### src/rtl/singly_linked_list_pkg.sv
// ============================================================================
// Module   : singly_linked_list_pkg
// Brief    : Shared op codes, address helpers and walker state encoding for
//            singly linked list initiators.
// Revision : 1.0 - initial release
// ============================================================================
`default_nettype none

package singly_linked_list_pkg;

  // List op encodings on the op/op_start/op_done interface
  localparam logic [2:0] OP_READ         = 3'd0;
  localparam logic [2:0] OP_INSERT_ADDR  = 3'd1;
  localparam logic [2:0] OP_DELETE_VALUE = 3'd2;
  localparam logic [2:0] OP_DELETE_ADDR  = 3'd3;
  localparam logic [2:0] OP_INSERT_INDEX = 3'd5;
  localparam logic [2:0] OP_DELETE_INDEX = 3'd7;

  // Walker states
  typedef enum logic [1:0] {
    WALK_IDLE = 2'd0,
    WALK_REQ  = 2'd1,
    WALK_OUT  = 2'd2,
    WALK_FIN  = 2'd3
  } walk_state_e;

  // Address width must also encode the null address, hence MAX_NODE+1 codes
  function automatic int addr_width(input int max_node);
    return $clog2(max_node + 1);
  endfunction

  // The null address is the first code past the last physical node
  function automatic int addr_null(input int max_node);
    return max_node;
  endfunction

endpackage

`default_nettype wire

### src/rtl/sll_req_handshake.sv
// ============================================================================
// Module   : sll_req_handshake
// Brief    : Hold-until-done op_start generator. A launch pulse raises op_start
//            and latches the address; both stay stable until op_done.
// Revision : 1.0 - initial release
// ============================================================================
`default_nettype none

module sll_req_handshake #(
  parameter int ADDR_WIDTH = 4
) (
  input  logic                  clk_i,
  input  logic                  rst_ni,
  input  logic                  launch_i,
  input  logic [ADDR_WIDTH-1:0] addr_i,
  input  logic                  op_done_i,
  output logic                  op_start_o,
  output logic [ADDR_WIDTH-1:0] addr_o,
  output logic                  ack_o
);

  logic                  op_start_q, op_start_d;
  logic [ADDR_WIDTH-1:0] addr_q, addr_d;

  // Drop the request on the completion edge so the list never sees a re-trigger
  always_comb begin
    op_start_d = op_start_q;
    addr_d     = addr_q;
    if (op_start_q && op_done_i) begin
      op_start_d = 1'b0;
    end else if (launch_i && !op_start_q) begin
      op_start_d = 1'b1;
      addr_d     = addr_i;
    end
  end

  // Request registers; reset drops op_start immediately
  always_ff @(posedge clk_i or negedge rst_ni) begin
    if (!rst_ni) begin
      op_start_q <= 1'b0;
      addr_q     <= '0;
    end else begin
      op_start_q <= op_start_d;
      addr_q     <= addr_d;
    end
  end

  assign op_start_o = op_start_q;
  assign addr_o     = addr_q;
  assign ack_o      = op_start_q & op_done_i;

endmodule

`default_nettype wire

### src/rtl/singly_linked_list_walker.sv
// ============================================================================
// Module   : singly_linked_list_walker
// Brief    : Follows a singly linked list from head with read ops and streams
//            each node's payload in list order on a valid/ready interface.
// Revision : 1.0 - initial release
// ============================================================================
`default_nettype none

module singly_linked_list_walker
  import singly_linked_list_pkg::*;
#(
  parameter int DATA_WIDTH = 8,
  parameter int MAX_NODE   = 8,
  localparam int ADDR_WIDTH = addr_width(MAX_NODE)
) (
  input  logic                  clk_i,
  input  logic                  rst_ni,
  input  logic                  start_i,
  input  logic                  abort_i,
  output logic                  busy_o,
  output logic                  done_o,
  output logic                  walk_fault_o,
  output logic [ADDR_WIDTH-1:0] node_count_o,
  output logic [2:0]            ll_op_o,
  output logic [ADDR_WIDTH-1:0] ll_addr_o,
  output logic                  ll_op_start_o,
  input  logic                  ll_op_done_i,
  input  logic                  ll_fault_i,
  input  logic [DATA_WIDTH-1:0] ll_data_out_i,
  input  logic [ADDR_WIDTH-1:0] ll_next_node_addr_i,
  input  logic [ADDR_WIDTH-1:0] ll_head_i,
  input  logic [ADDR_WIDTH-1:0] ll_length_i,
  output logic [DATA_WIDTH-1:0] out_data_o,
  output logic [ADDR_WIDTH-1:0] out_addr_o,
  output logic [ADDR_WIDTH-1:0] out_index_o,
  output logic                  out_last_o,
  output logic                  out_valid_o,
  input  logic                  out_ready_i
);

  localparam logic [ADDR_WIDTH-1:0] ADDR_NULL  = ADDR_WIDTH'(addr_null(MAX_NODE));
  localparam logic [ADDR_WIDTH:0]   ONE_W      = (ADDR_WIDTH+1)'(1);
  localparam logic [ADDR_WIDTH:0]   MAX_NODE_W = (ADDR_WIDTH+1)'(MAX_NODE);

  walk_state_e           state_q;
  logic                  busy_q, done_q, walk_fault_q, abort_q, cons_fault_q;
  logic [ADDR_WIDTH-1:0] cur_addr_q, next_q, len_q, node_count_q;
  logic [DATA_WIDTH-1:0] out_data_q;
  logic [ADDR_WIDTH-1:0] out_addr_q, out_index_q;
  logic                  out_last_q, out_valid_q;

  logic                  w_ack, w_transfer, w_empty, w_abort, w_guard;
  logic                  w_next_null, w_at_len, w_launch;
  logic [ADDR_WIDTH-1:0] w_launch_addr;

  // Walk decisions shared by the state register and the request generator
  always_comb begin
    w_empty       = (ll_head_i == ADDR_NULL) || (ll_length_i == '0);
    w_transfer    = (state_q == WALK_OUT) && out_valid_q && out_ready_i;
    w_abort       = abort_i || abort_q;
    w_guard       = (({1'b0, out_index_q} + ONE_W) >= MAX_NODE_W);
    w_next_null   = (ll_next_node_addr_i == ADDR_NULL);
    w_at_len      = (({1'b0, node_count_q} + ONE_W) == {1'b0, len_q});
    w_launch      = ((state_q == WALK_IDLE) && start_i && !w_empty) ||
                    (w_transfer && !out_last_q && !w_abort && !w_guard);
    w_launch_addr = (state_q == WALK_IDLE) ? ll_head_i : next_q;
  end

  sll_req_handshake #(
    .ADDR_WIDTH (ADDR_WIDTH)
  ) u_req (
    .clk_i      (clk_i),
    .rst_ni     (rst_ni),
    .launch_i   (w_launch),
    .addr_i     (w_launch_addr),
    .op_done_i  (ll_op_done_i),
    .op_start_o (ll_op_start_o),
    .addr_o     (ll_addr_o),
    .ack_o      (w_ack)
  );

  // Walker state machine with registered status and stream outputs
  always_ff @(posedge clk_i or negedge rst_ni) begin
    if (!rst_ni) begin
      state_q      <= WALK_IDLE;
      busy_q       <= 1'b0;
      done_q       <= 1'b0;
      walk_fault_q <= 1'b0;
      abort_q      <= 1'b0;
      cons_fault_q <= 1'b0;
      cur_addr_q   <= ADDR_NULL;
      next_q       <= '0;
      len_q        <= '0;
      node_count_q <= '0;
      out_data_q   <= '0;
      out_addr_q   <= '0;
      out_index_q  <= '0;
      out_last_q   <= 1'b0;
      out_valid_q  <= 1'b0;
    end else begin
      done_q <= 1'b0;
      case (state_q)
        WALK_IDLE: begin
          if (start_i) begin
            node_count_q <= '0;
            walk_fault_q <= 1'b0;
            abort_q      <= 1'b0;
            len_q        <= ll_length_i;
            if (w_empty) begin
              state_q <= WALK_FIN;
              done_q  <= 1'b1;
              busy_q  <= 1'b0;
            end else begin
              busy_q     <= 1'b1;
              cur_addr_q <= ll_head_i;
              state_q    <= WALK_REQ;
            end
          end
        end
        WALK_REQ: begin
          // Abort only latches here; the outstanding read must complete
          if (abort_i) abort_q <= 1'b1;
          if (w_ack) begin
            if (ll_fault_i) begin
              walk_fault_q <= 1'b1;
              state_q      <= WALK_FIN;
              done_q       <= 1'b1;
              busy_q       <= 1'b0;
            end else begin
              out_data_q   <= ll_data_out_i;
              out_addr_q   <= cur_addr_q;
              out_index_q  <= node_count_q;
              next_q       <= ll_next_node_addr_i;
              out_last_q   <= w_next_null || w_at_len;
              cons_fault_q <= w_next_null != w_at_len;
              out_valid_q  <= 1'b1;
              state_q      <= WALK_OUT;
            end
          end
        end
        WALK_OUT: begin
          if (abort_i) abort_q <= 1'b1;
          if (w_transfer) begin
            out_valid_q  <= 1'b0;
            node_count_q <= node_count_q + 1'b1;
            if (out_last_q) begin
              // Chain end and list length must agree, else the list is broken
              walk_fault_q <= cons_fault_q;
              state_q      <= WALK_FIN;
              done_q       <= 1'b1;
              busy_q       <= 1'b0;
            end else if (w_abort) begin
              state_q <= WALK_FIN;
              done_q  <= 1'b1;
              busy_q  <= 1'b0;
            end else if (w_guard) begin
              // More hops than nodes exist: the chain loops
              walk_fault_q <= 1'b1;
              state_q      <= WALK_FIN;
              done_q       <= 1'b1;
              busy_q       <= 1'b0;
            end else begin
              cur_addr_q <= next_q;
              state_q    <= WALK_REQ;
            end
          end
        end
        WALK_FIN: begin
          abort_q <= 1'b0;
          state_q <= WALK_IDLE;
        end
        default: state_q <= WALK_IDLE;
      endcase
    end
  end

  assign busy_o       = busy_q;
  assign done_o       = done_q;
  assign walk_fault_o = walk_fault_q;
  assign node_count_o = node_count_q;
  assign ll_op_o      = OP_READ;
  assign out_data_o   = out_data_q;
  assign out_addr_o   = out_addr_q;
  assign out_index_o  = out_index_q;
  assign out_last_o   = out_last_q;
  assign out_valid_o  = out_valid_q;

endmodule

`default_nettype wire

### config.mk
export PLATFORM = sky130hd
export DESIGN_NAME = singly_linked_list_walker
export DESIGN_NICKNAME = d
export VERILOG_FILES = /design/src/rtl/singly_linked_list_pkg.sv /design/src/rtl/sll_req_handshake.sv /design/src/rtl/singly_linked_list_walker.sv
export SDC_FILE = /design/constraint.sdc
export NUM_CORES = 1
export LEC_CHECK = 0
export BUFFER_PORTS_ARGS = -buffer_cell sky130_fd_sc_hd__clkbuf_2
export CORE_MARGIN = 2
export CORE_UTILIZATION = 57
export CTS_CLUSTER_DIAMETER = 200
export DETAILED_ROUTE_END_ITERATION = 8
export PLACE_DENSITY = 0.88
export SKIP_CTS_REPAIR_TIMING = 1
export SLEW_MARGIN = 30
export SYNTH_ARGS = -nofsm -noshare
export SYNTH_HDL_FRONTEND = slang
export SYNTH_SLANG_ARGS = --single-unit
### constraint.sdc
create_clock -name clk_i -period 3.2 [get_ports clk_i]
set_clock_uncertainty 0.1 [all_clocks]
set_input_delay 0.16 -clock clk_i [delete_from_list [all_inputs] [get_ports clk_i]]
set_output_delay 0.16 -clock clk_i [all_outputs]
set_load 0.01 [all_outputs]
**After elaboration in Yosys (flattened, before gate mapping)**

Index checks and enable logic that the tools add are counted.

- Bits in registers: 46

- Add/subtract/negate cells: 3
- $lt $le $gt $ge: 1
- Bitwise gates (word level): 3
- Mux-type cells: 54
- Reductions and logical operators: 35
- Eq/ne operators: 20

Operators by type and width:

| cell | count |
|---|---|
| 4-bit two-way mux | 9 |
| 1-bit two-way mux | 30 |
| 2-bit inequality test (second input constant) | 8 |
| 4-bit one-hot mux with 2 select lines | 2 |
| 2-bit two-way mux | 7 |
| 7-bit AND reduction | 2 |
| 1-bit one-hot mux with 3 select lines | 4 |
| 4-bit by 1-bit adder with 5-bit output (second input constant) | 2 |
| 1-bit logical AND | 9 |
| 3-bit AND reduction | 3 |
| 4-bit equality test (second input constant) | 2 |
| 2-bit one-hot mux with 4 select lines | 1 |
| 3-bit inequality test (second input constant) | 2 |
| 2-bit AND reduction | 3 |
| 6-bit AND reduction | 1 |
| 2-bit nonzero test | 3 |
| 5-bit by 4-bit equality test with 1-bit output | 1 |
| 5-bit by 4-bit greater-or-equal comparator with 1-bit output (second input constant) | 1 |
| 1-bit logical NOT | 5 |
| 4-bit by 1-bit adder with 4-bit output (second input constant) | 1 |
| 2-bit equality test (second input constant) | 2 |
| 4-bit logical NOT | 1 |
| 1-bit logical OR | 4 |
| 2-bit by 1-bit inequality test with 1-bit output (second input constant) | 2 |
| 10 further kinds | 11 |

**Longest topological paths before layout**

- Depth after elaboration: 10
- Mapped depth: 8
- Depth with buffers taken out: 6

**Hierarchy**

From an unflattened synthesis, not the netlist that was laid out.

- Cells, all modules: 183
- Area total of the unflattened synthesis: 2284.7 sq um

By module, submodules not included:

| module | instances | area each (sq um) | cells each |
|---|---|---|---|
| singly_linked_list_walker | 1 | 2065.7 | 170 |
| sll_req_handshake | 1 | 219.0 | 13 |

**Least setup slack after synthesis**

OpenSTA, ideal clock, no wires.

- Path kind: register -> register
- From: register state_q[0]
- To: register cur_addr_q[1]
- Data required time: 2.975 ns
- Stages on the path, launching flop included: 7
- Data arrival time: 1.728 ns
- Slack: 1.247 ns
- Library setup time: 0.125 ns
- Cells stage by stage: dfrtp_1 > inv_1 > ha_1 > buf_2 > buf_1 > mux2_2 > mux2_2

- Cells in the longest elaborated chain, start to end: 5

Ends and longest elaborated chain:

| item | line | text |
|---|---|---|
| start: declaration | singly_linked_list_walker.sv:45 | `walk_state_e state_q;` |
| start signal: assignment | singly_linked_list_walker.sv:85 | `state_q <= WALK_IDLE;` |
| start signal: assignment | singly_linked_list_walker.sv:110 | `state_q <= WALK_FIN;` |
| start signal: assignment | singly_linked_list_walker.sv:116 | `state_q <= WALK_REQ;` |
| 2-bit equality test | singly_linked_list_walker.sv:59, singly_linked_list_walker.sv:102 |  |
| 1-bit logical AND (2 in a row) | singly_linked_list_walker.sv:59 | `w_transfer = (state_q == WALK_OUT) && out_valid_q && out_ready_i;` |
| 2-bit inequality test (no source line) | -- |  |
| 7-bit AND reduction (no source line) | -- |  |
| end signal: assignment | singly_linked_list_walker.sv:115 | `cur_addr_q <= ll_head_i;` |
| end signal: assignment | singly_linked_list_walker.sv:163 | `cur_addr_q <= next_q;` |
| end: declaration | singly_linked_list_walker.sv:47 | `logic [ADDR_WIDTH-1:0] cur_addr_q, next_q, len_q, node_count_q;` |

Parallel ways exist; a longest one is shown, timed or not.
A chain may end at the register's enable or synchronous reset.

**Final worst setup path**

- From: register state_q[0]
- To: register node_count_q[2] (netlist: node_count_o[2])

- Cells in the longest elaborated chain, start to end: 5

Ends and longest elaborated chain:

| item | line | text |
|---|---|---|
| 2-bit equality test | singly_linked_list_walker.sv:59, singly_linked_list_walker.sv:102 |  |
| 1-bit logical AND (2 in a row) | singly_linked_list_walker.sv:59 |  |
| 2-bit inequality test (no source line) | -- |  |
| 3-bit AND reduction (no source line) | -- |  |
| end signal: assignment | singly_linked_list_walker.sv:145 | `node_count_q <= node_count_q + 1'b1;` |
| end: declaration | singly_linked_list_walker.sv:47 |  |

Parallel ways exist; a longest one is shown, timed or not.

==> results.yml <==
worst_setup_path:
  worstPathRequired_ps: 3350
  crit_fanout: 17
  regToRegStartpoint: "state_q[0]$_DFFE_PN0P_"
  crit_type: "reg -> reg"
  worstSetupEndpointType: "flop"
  crit_start: "state_q[0]$_DFFE_PN0P_"
  cp.arrival_ps: 2560
  critPathLaunchType: "flop"
min_path:
  min_path_type: "in -> reg"
  holdCritStartpoint: "ll_length_i[1]"
global_route:
  grt_overflow_total: 0
  met3_usage_pct: 4.942
  gr-usage-met1_pct: 29.36
  grt_pass1_vias: 1768
  busiest_layer: "met2"
  antenna_found_initial: 0
  grt_pass1_wl_um: 8431
  use_met2_pct: 35.04
  grt_max_degree: 25
  grtUsageTotal_pct: 22.14
power_and_ir_drop:
  internal_power_uw: 1694
  sw_frac_of_total_pct: 39.13
  ir_drop_mv: 0.6370
  p_comb_share_pct: 48.0
  leakagePower_uw: 0.001408
  power_density_nw_per_um2: 946.1
  p_clk_share_pct: 13.2
  switching_power_uw: 1089
  seq_power_share_pct: 38.9
placed_design:
  gp_congestion: 0.9177
  dpl.hpwl_um: 3699
  place_area_um2: 2741
  io_buffers: 56
synth:
  synth.area.top_cells: "dfrtp_1 46%, mux2_2 18%, ha_1 3.6%, mux2_4 3.1%, nand2_1 2.5%"
  ys.flop_type: "dfrtp_1"
  async_flop_share_pct: 100.0
  post-synth-top-area-fraction_pct: 46.18
  post-synth-top-area-cell: "dfrtp_1"
  avgSynthCellArea_um2: 12.01
  yosysSeqAreaShare_pct: 47.26
  synth_commonest_cells: "45 x dfrtp_1, 38 x mux2_2, 16 x nand2_1"
  yosysUniqueCellTypes: 46
  synth_seq_cells: 46
  syn_inst: 203
  post-synth-top-count-cell: "dfrtp_1"
  syn_area_um2: 2439
  yosysWarnings: 0
  synth_edf_count: 0
die:
  dieHeight_um: 69.41
  io-pin-count: 60
  fp.dieW_um: 69.41
  start_util_pct: 60.10
  dieArea_um2: 4818
  core_area_um2: 4058
  row_count: 23
job:
  cap_violations: 0
cells_and_area:
  drive_above_1_share_pct: 44.81
  utilization_pct: 72.49
  fillers: 271
  n_antenna_cell: 0
  finalNetCount: 303
  area_delta_synth_final_pct: 20.63
  postLayoutCellArea_um2: 2942
route:
  viasPerCell: 5.616
  route.detailed.drc: 0
  wl_per_cell_um: 16.58
  finalWirelength_um: 5304
  antenna_left: 0
  drt_first_pass_iters: 4
  vias: 1797
  drt_iter0_markers: 192
timing:
  period_share_pct: 75.21
  final_max_slew_viol_count: 0
  fmax_mhz: 415.5
  setup_viol_count_final: 0
  rsz0062_at_grt: "false"
  slew_headroom_pct: 51.74
  timing.hold.ws_ps: -3.378
  tightest_slew_ps: 723.9
  period_minus_slack_ps: 2407
  fin_setup_tns_ps: 0
  hold_viol_final: 4
cts:
  clk_pin_slew_worst_paths_ps: 90
  cts_sinks: 46
  numCtsBuffers: 5
  clockBufferDepth: 2
  cts_tree: "done"
  cts-root-buf: "clkbuf_8"
  worstSkewPairLatency_ps: 310
  ctsHtreeMaxLevel: 2
status:
  violations: "negative hold slack"
  status: "complete, but fails checks"
[cell families after synthesis]
| group | count (synthesis) | share of synthesized area, % |
|---|---|---|
| buffers and inverters | 18 | 3.643 |
| adders and majority gates | 7 | 3.591 |
| DFF | 46 | 47.26 |
| other | 1 | 0.1538 |
| AOI/OAI and AO/OA | 31 | 10.62 |
| and+or+nand+nor | 49 | 11.08 |
| xor gates and xnor gates | 5 | 1.796 |
| muxes | 46 | 21.86 |
[final timing paths]
path                                                to  slack, ps  cells after the start
setup / recovery           node_count_o[2]$_DFFE_PN0P_        790                      6
hold / removal                    len_q[1]$_DFFE_PN0P_         -3                      2
setup reg to reg           node_count_o[2]$_DFFE_PN0P_        790                      6
hold reg to reg              out_addr_o[0]$_DFFE_PN0P_        410                      1
max in group asynchronous    cur_addr_q[3]$_DFFE_PN1P_       1930                      3
min in group asynchronous  node_count_o[1]$_DFFE_PN0P_        280                      2
[power groups by stage]
| stage | sequential, µW | clock [µW] | combinational (µW) |
|---|---|---|---|
| 6_report | 1080 | 366 | 1340 |
| 2_1_floorplan | 1090 | 0 | 927 |
| 3_5_place_dp | 1090 | 0 | 1320 |
| 5_1_grt | 1130 | 394 | 1460 |
| 3_3_place_gp | 1070 | 0 | 1280 |
| 4_1_cts | 1080 | 371 | 1320 |
[per-layer routing]
metal / routed length (µm) / part of all wire [%]
met2: 2533 / 48
met1: 2284 / 43
met4: 109 / 2.1
met3: 376 / 7.1
met5: 0 / 0
[registers in the layout, indices dropped and copies added, names as in the netlist]
signal,flops
out_data_o,8
cur_addr_q,4
len_q,4
next_q,4
node_count_o,4
out_addr_o,4
out_index_o,4
u_req.addr_o,4
state_q,2
abort_q,1
busy_o,1
cons_fault_q,1
done_o,1
out_last_o,1
out_valid_o,1
u_req.op_start_o,1
walk_fault_o,1
[final cells by class]
cell class	count	area (µm²)	area share, %
sequential	46	1152	39.17
multi-input combinational	141	1205	40.96
timing repair buffer	70	412.9	14.04
clock buffer	5	68.82	2.339
tap	50	62.56	2.127
clock inverter	3	21.27	0.7231
inverter	5	18.77	0.6380
[cell usage in the layout (no fill, tap or decap), types with 2 or more instances in the layout]
cell type / count
a31oi_1: 3
nor2b_1: 2
clkbuf_8: 5
conb_1: 3
xor2_1: 2
nand2b_1: 2
xnor2_1: 3
clkbuf_2: 56
inv_1: 5
o21ai_0: 5
a21oi_1: 7
nor2_1: 9
nand3_1: 7
dfrtp_1: 45
mux2i_1: 3
or3_1: 2
mux2_2: 38
dlygate4sd3_1: 11
buf_4: 3
a221o_1: 4
nand2_1: 16
nand4_1: 2
mux2_4: 5
ha_1: 7
[critical path, stage by stage (launching register included)]
cell,delay (ps)
dfrtp_1,430
inv_1,140
ha_1,650
inv_1,310
or3_1,430
a21oi_1,170
a221o_1,120
[stage by stage]
step	cells	power (µW)	setup slack [ps]
6_report	320	2783	793.1
3_3_place_gp	301	2346	922.2
3_5_place_dp	301	2404	852.6
2_1_floorplan	205	2017	1247
5_1_grt	320	2978	675.6
4_1_cts	309	2766	846.8
(Power assumes the default switching activity.)
